File: src/rtl/run_sequencer.sv
// run_sequencer: upstream control stage for the 9-bit core.
// Accepts a host run request (four-phase go/finished handshake), latches a
// program ID, drives a START_CYCLES-wide core_start pulse, counts RUN cycles
// until core_done and reports finished/error with the cycle count.
// Optional feature macro: RUN_SEQ_WATCHDOG_EN (RUN watchdog of TIMEOUT cycles).
// All outputs are registered; reset is asynchronous and active-high.
module run_sequencer #(
   parameter int CW           = 16,
   parameter int START_CYCLES = 2,
   parameter int PROGS        = 3,
   parameter int TIMEOUT      = 4095
) (
   input  logic          clk,
   input  logic          reset,
   input  logic          go,
   input  logic [1:0]    prog_sel,
   input  logic          core_done,
   output logic          core_start,
   output logic [1:0]    prog_id,
   output logic          busy,
   output logic          finished,
   output logic          error,
   output logic [CW-1:0] cycle_count
);

   typedef enum logic [1:0] {
      S_IDLE  = 2'd0,
      S_START = 2'd1,
      S_RUN   = 2'd2,
      S_DONE  = 2'd3
   } state_t;

   // Start-pulse down-counter: loaded with START_CYCLES-1, RUN entered at zero.
   localparam int SW = (START_CYCLES > 1) ? $clog2(START_CYCLES) : 1;

   localparam logic [CW-1:0] CNT_MAX     = '1;
   localparam logic [CW-1:0] TIMEOUT_CNT = CW'(TIMEOUT);

`ifdef RUN_SEQ_WATCHDOG_EN
   localparam bit WD_EN = 1'b1;
`else
   // Without the watchdog RUN lasts until core_done; the counter just saturates.
   localparam bit WD_EN = 1'b0;
`endif

   state_t        state_q, state_d;
   logic [SW-1:0] start_cnt_q, start_cnt_d;
   logic [1:0]    prog_id_q, prog_id_d;
   logic [CW-1:0] cycle_count_q, cycle_count_d;
   logic          error_q, error_d;
   logic          core_start_q, core_start_d;
   logic          busy_q, busy_d;
   logic          finished_q, finished_d;

   logic          prog_valid;

   assign prog_valid = (32'(prog_sel) < PROGS);

   // Next-state and next-output computation; outputs are decoded from the
   // next state so that every output comes straight from a flop.
   always_comb begin
      state_d       = state_q;
      start_cnt_d   = start_cnt_q;
      prog_id_d     = prog_id_q;
      cycle_count_d = cycle_count_q;
      error_d       = error_q;

      case (state_q)
         S_IDLE: begin
            if (go) begin
               if (prog_valid) begin
                  prog_id_d     = prog_sel;
                  cycle_count_d = '0;
                  error_d       = 1'b0;
                  start_cnt_d   = SW'(START_CYCLES - 1);
                  state_d       = S_START;
               end else begin
                  // Rejected request: report straight away, core never started.
                  cycle_count_d = '0;
                  error_d       = 1'b1;
                  state_d       = S_DONE;
               end
            end
         end
         S_START: begin
            // core_done is deliberately ignored here: a done left over from
            // the previous run must not terminate the new one.
            if (start_cnt_q == '0) begin
               state_d = S_RUN;
            end else begin
               start_cnt_d = start_cnt_q - SW'(1);
            end
         end
         S_RUN: begin
            if (core_done) begin
               state_d = S_DONE;
               error_d = 1'b0;
            end else if (WD_EN && (cycle_count_q == TIMEOUT_CNT)) begin
               state_d = S_DONE;
               error_d = 1'b1;
            end else if (cycle_count_q != CNT_MAX) begin
               cycle_count_d = cycle_count_q + CW'(1);
            end
         end
         S_DONE: begin
            // Hold results until the host drops go (four-phase return).
            if (!go) begin
               state_d = S_IDLE;
            end
         end
         default: begin
            state_d = S_IDLE;
         end
      endcase

      core_start_d = (state_d == S_START);
      busy_d       = (state_d == S_START) || (state_d == S_RUN);
      finished_d   = (state_d == S_DONE);
   end

   // State and output registers with asynchronous reset.
   always_ff @(posedge clk or posedge reset) begin
      if (reset) begin
         state_q       <= S_IDLE;
         start_cnt_q   <= '0;
         prog_id_q     <= '0;
         cycle_count_q <= '0;
         error_q       <= 1'b0;
         core_start_q  <= 1'b0;
         busy_q        <= 1'b0;
         finished_q    <= 1'b0;
      end else begin
         state_q       <= state_d;
         start_cnt_q   <= start_cnt_d;
         prog_id_q     <= prog_id_d;
         cycle_count_q <= cycle_count_d;
         error_q       <= error_d;
         core_start_q  <= core_start_d;
         busy_q        <= busy_d;
         finished_q    <= finished_d;
      end
   end

   assign core_start  = core_start_q;
   assign prog_id     = prog_id_q;
   assign busy        = busy_q;
   assign finished    = finished_q;
   assign error       = error_q;
   assign cycle_count = cycle_count_q;

endmodule

File: config.mk
export PLATFORM = sky130hd
export DESIGN_NAME = run_sequencer
export DESIGN_NICKNAME = d
export VERILOG_FILES = /design/src/rtl/run_sequencer.sv
export SDC_FILE = /design/constraint.sdc
export NUM_CORES = 1
export LEC_CHECK = 0
export CELL_PAD_IN_SITES_DETAIL_PLACEMENT = 0
export CELL_PAD_IN_SITES_GLOBAL_PLACEMENT = 1
export CORE_MARGIN = 2
export CORE_UTILIZATION = 38
export CTS_CLUSTER_DIAMETER = 200
export DETAILED_ROUTE_END_ITERATION = 7
export GPL_ROUTABILITY_DRIVEN = 1
export PLACE_DENSITY_LB_ADDON = 0.1
export SETUP_SLACK_MARGIN = 0.05
export SYNTH_ARGS = -nofsm -noshare
export SYNTH_HDL_FRONTEND = slang
export SYNTH_SLANG_ARGS = --single-unit
File: constraint.sdc
create_clock -name clk -period 2.5 [get_ports clk]
set_input_delay 0.75 -clock clk [delete_from_list [all_inputs] [get_ports clk]]
set_output_delay 0.75 -clock clk [all_outputs]
set_load 0.01 [all_outputs]
Yosys cells after proc, flatten, opt, wreduce, memory -nomap -nowiden
Index checks and enable logic that the tools add are counted.
W data, S select, Z words.
{"block": "op_classes", "muxes": 18, "magnitude_cmp": 1, "reduce_logical": 8, "n_eq_ne": 12, "addsub": 2}
{"cell": "$mux W16", "count": 3}
{"cell": "$pmux W16 S2", "count": 1}
{"cell": "$add A16 B1 Y16 const B", "count": 1}
{"cell": "$ne A16 B16 Y1 const B", "count": 1}
{"cell": "$mux W2", "count": 5}
{"cell": "$ne A2 B2 Y1 const B", "count": 5}
{"cell": "$reduce_and A3 Y1", "count": 3}
{"cell": "$eq A2 B2 Y1 const B", "count": 4}
{"cell": "$pmux W2 S4", "count": 1}
{"cell": "$mux W1", "count": 6}
{"cell": "$eq A2 B1 Y1 const B", "count": 2}
{"cell": "$pmux W1 S2", "count": 2}
{"cell": "$reduce_and A4 Y1", "count": 1}
{"cell": "$reduce_bool A2 Y1", "count": 2}
{"cell": "$logic_not A2 Y1", "count": 1}
{"cell": "$lt A2 B2 Y1 const B", "count": 1}
{"cell": "$logic_or A1 B1 Y1", "count": 1}
{"cell": "$sub A1 B1 Y1 const B", "count": 1}
{"block": "totals", "out_inout_bits": 22, "in_bits": 6, "ff_bits": 25}

Longest topological paths before layout
{"block": "depth", "depth_word": 6, "ltp_mapped": 7, "mapped_depth_nobuf": 6}

Worst setup path before layout
No wires, ideal clock.
{"block": "synth_timing", "path_kind": "register to register", "from": "register cycle_count_q[0], in the netlist cycle_count[0]", "to": "register cycle_count_q[2], in the netlist cycle_count[2]", "stages_incl_launch_ff": 7, "slack_ns": 0.642, "synth_period_minus_slack_ns": 1.858, "setup_ns": 0.126, "arrival_time_ns": 1.732, "path_buffers": 1, "required_ns": 2.374, "cell_sequence": "dfrtp_1 ha_1 and3_1 and4_4 buf_6 a21o_1 a221o_1"}
{"block": "synth_between", "elab_chain_cells": 4}
{"item": "from (decl)", "line": "49", "text": "logic [CW-1:0] cycle_count_q, cycle_count_d;"}
{"item": "from (signal assigned)", "line": "136", "text": "cycle_count_q <= cycle_count_d;"}
{"item": "$add A16 B1 Y16", "line": "102", "text": "cycle_count_d = cycle_count_q + CW'(1);"}
{"item": "$mux W16", "line": "101", "text": "end else if (cycle_count_q != CNT_MAX) begin"}
{"item": "$mux W16", "line": "95", "text": "if (core_done) begin"}
{"item": "$pmux W16 S2", "line": "68", "text": "case (state_q)"}
Parallel ways exist; a longest one is shown, timed or not. The select of a mux whose other input is x is not followed.
A chain may end at the register's enable or synchronous reset.

Worst setup path in the final report
{"block": "layout_timing", "from": "input port core_done", "to": "register cycle_count_q[6], in the netlist cycle_count[6]"}
{"block": "layout_between", "elab_chain_cells": 2}
{"item": "from (decl)", "line": "17", "text": "input logic core_done,"}
{"item": "$ne A2 B2 Y1 (no line)"}
{"item": "$reduce_and A4 Y1 (no line)"}
Every way passes these cells.

==> summary.txt <==
STA
  • Achievable Freq: 465 MHz
  • Final Skew: approximately 3.2 ps
  • Final hold vios: 0
  • RSZ-0062 raised after global routing: no
  • Final period util: 0.860
  • Setup Viol. Count Final: 0
  • Slew headroom: 0.762
  • Fin crit period: roughly 2100 ps
  • Setup WS post-layout: about 350 ps
  • Slew @ Worst Pin: between 300 and 400 ps
  • Setup TNS: 0 ps
  • Final slew viol count: 0

Routing
  • DRC viols: 0
  • Drt initial violations: between 70 and 80
  • Via count: about 1200
  • WL per Instance: 13.6 um
  • DRT Pass-1 Iters: 4
  • Post-route ant nets: 0
  • Vias/cell: 5.39
  • Post-Route WL: 3.04 mm

Final layout
  • Layout cells sized above 1: 0.0800
  • Most frequent cells in the layout: clkdlybuf4s50_1 (27), dfrtp_1 (25), o21ai_0 (12)
  • Most common cell after layout, fill and taps aside: clkdlybuf4s50_1
  • Fin cells: between 200 and 250
  • Fin nets: 184
  • P&R area growth vs syn: 24.4%
  • Antenna diode instance count: 0

Setup path
  • Worst-path fanout max: 14
  • Buf/Inv on CP: 1
  • CP max-delay cell: or3b_2
  • WS Path Type: input port to register
  • Critical-path cell list: clkdlybuf4s50_1 -> or3b_2 -> nor2_1 -> nor4b_1 -> a211o_1
  • Crit path launch type: input port
  • Arr. time, crit path: ~2400 ps
  • Critical path's top delay family: simple AND/OR/NAND/NOR gates
  • Worst EP required: between 2000 and 3000 ps
  • Setup crit end kind: register
  • Slowest cell delay on critical path: approximately 600 ps

Global route
  • Grt ovf: 0
  • Global-route wire length before repair: slightly above 5 mm
  • Gr usage total: 0.155
  • Pin count of the biggest net entering global routing: 26
  • Vias in the first global route: 1076
  • Antenna violations before repair: 0

Yosys
  • Register area share after synthesis: 0.444
  • Area contributors post-synth: dfrtp_1 (44%), o21ai_0 (4.3%), buf_6 (3.2%)
  • Mean Syn Cell Area: roughly 9.5 um2
  • Synth cell types: 44
  • Synthesized net count: about 160
  • Ys Warns: 0
  • Syn Inst Count: 149
  • Post-synth top area cell: dfrtp_1
  • Fraction of registers with async set/reset: 1.00
  • Top-area cell type share of the netlist area: 0.444
  • Post-synthesis sequential element count: 25
  • EDFF count, synth: 0
  • Cell area after synthesis: between 1000 and 1500 um2
  • Top_reg_cell synth: dfrtp_1

Power and ir drop
  • Pwr/cell area: ~900 nW/um2
  • Sw Share: 0.381
  • Peak VDD IR: 0.000343 V
  • Logic gate share of total power: 0.425
  • Reg power frac: 0.422
  • P_sw: roughly 600 uW
  • Internal power: approximately 980 uW
  • Final Power: 1580 uW
  • Pleak: approximately 0.00075 uW
  • Clock power frac: 0.152

Job
  • Max-cap violations: 0

Floorplan
  • Die area: about 4200 um2
  • Initial cell density of the core: 0.391
  • Core Area: about 3600 um2
  • Die height: approximately 65 um
  • # IOs: 28
  • Die width: approximately 65 um
  • Row count: 22

Clocking
  • Post-CTS resize count: 0
  • CTS Buf Count: 3
  • Worst-path clk slew: 90 ps
  • # H-tree levels: 1
  • Post-CTS Setup Bufs: 0
  • Bufs on Longest Clock Path: 2
  • CTS tree: done
  • Hold-fix buffers, CTS: 0
  • Root Driver: clkbuf_8
  • Skew-Pair Late Insertion Delay: about 260 ps
  • Clock sink total: 25

Place
  • Placed wire-length estimate: 2.15 mm
  • Pre-CTS WS: about 80 ps
  • GP Congestion: around 0.77
  • Placed cell count: approximately 220
  • IO Port Bufs: 27

Run status
  • Outcome: complete, no violations

Worst hold path
  • Hold WC Path Type: register to register
-- final timing paths --
check | start | end | slack [ps] | cells past startpoint
max in group asynchronous | reset | cycle_count[13]$_DFFE_PP0P_ | 1430 | 3
min | prog_id[0]$_DFFE_PP0P_ | prog_id[0]$_DFFE_PP0P_ | 500 | 1
min reg2reg | prog_id[0]$_DFFE_PP0P_ | prog_id[0]$_DFFE_PP0P_ | 500 | 1
max reg2reg | cycle_count[0]$_DFFE_PP0P_ | cycle_count[2]$_DFFE_PP0P_ | 600 | 5
min in group asynchronous | reset | cycle_count[3]$_DFFE_PP0P_ | 820 | 3
max | core_done | cycle_count[6]$_DFFE_PP0P_ | 350 | 5
-- stage by stage --
stage | util | instance area (um2) | hold slack, ps
after CTS | 0.486 | 1750 | 504
after detailed placement | 0.473 | 1710 | 481
final | 0.486 | 1750 | 498
after global routing | 0.486 | 1750 | 517
after global placement | 0.473 | 1710 | 476
after floorplan | - | 1410 | 513
-- cell type report --
class	instances	area [um2]
Inverter	11	41.3
Clock buffer	3	41.3
Clock inverter	1	5.00
Sequential cell	25	626
Timing Repair Buffer	32	308
Tap cell	48	60.1
Multi-Input combinational cell	103	672
Fill cell	343	1850
-- state kept, by name (all words and copies together) (netlist names) --
signal       flops
busy             1
core_start       1
cycle_count     16
error            1
finished         1
prog_id          2
start_cnt_q      1
state_q          2
-- kinds of logic (layout without fill, tap and decap cells) --
| family | count (synthesis) | count (layout) | synth area share |
|---|---|---|---|
| AND/OR/NAND/NOR | 50 | 50 | 0.199 |
| buffers and inverters | 21 | 47 | 0.0790 |
| flip-flops | 25 | 25 | 0.444 |
| AO/OA/AOI/OAI | 49 | 49 | 0.246 |
| multiplexers | 2 | 2 | 0.0142 |
| adder cells (fa/ha/maj) | 2 | 2 | 0.0178 |
-- cells in the mapped netlist (2+ instances only) --
master / number
a21oi_1: 6
dfrtp_1: 25
nand4_1: 5
a211o_1: 2
a211oi_1: 2
and4_1: 2
nor3b_1: 2
buf_6: 4
nor4_1: 2
o22a_1: 2
nand2_1: 9
a31oi_1: 5
buf_2: 2
nor3_1: 3
inv_1: 11
a21o_1: 2
nor2_1: 9
and4_4: 2
clkbuf_1: 4
and3_1: 3
ha_1: 2
nor2b_1: 2
mux2i_1: 2
nand3_1: 5
o21bai_1: 2
nand2b_1: 2
o211ai_1: 2
o311ai_0: 3
o21ai_0: 12
-- power by group through the flow --
stage | combinational [uW] | clock, uW | sequential (uW)
finish | 672 | 241 | 668
global route | 737 | 275 | 692
CTS | 680 | 252 | 670
global placement | 668 | 0 | 677
floorplan | 408 | 0 | 655
detailed placement | 675 | 0 | 675
-- layer usage --
| layer | global-route usage | share of wire | vias up |
|---|---|---|---|
| li1 | - | - | 610 |
| met4 | 0.0559 | 0.0089 | 0 |
| met1 | 0.222 | 0.51 | 574 |
| met5 | 0 | 0 | - |
| met2 | 0.237 | 0.46 | 16 |
| met3 | 0.0208 | 0.024 | 2 |
No activity file was read; power rests on OpenSTA's default activity.
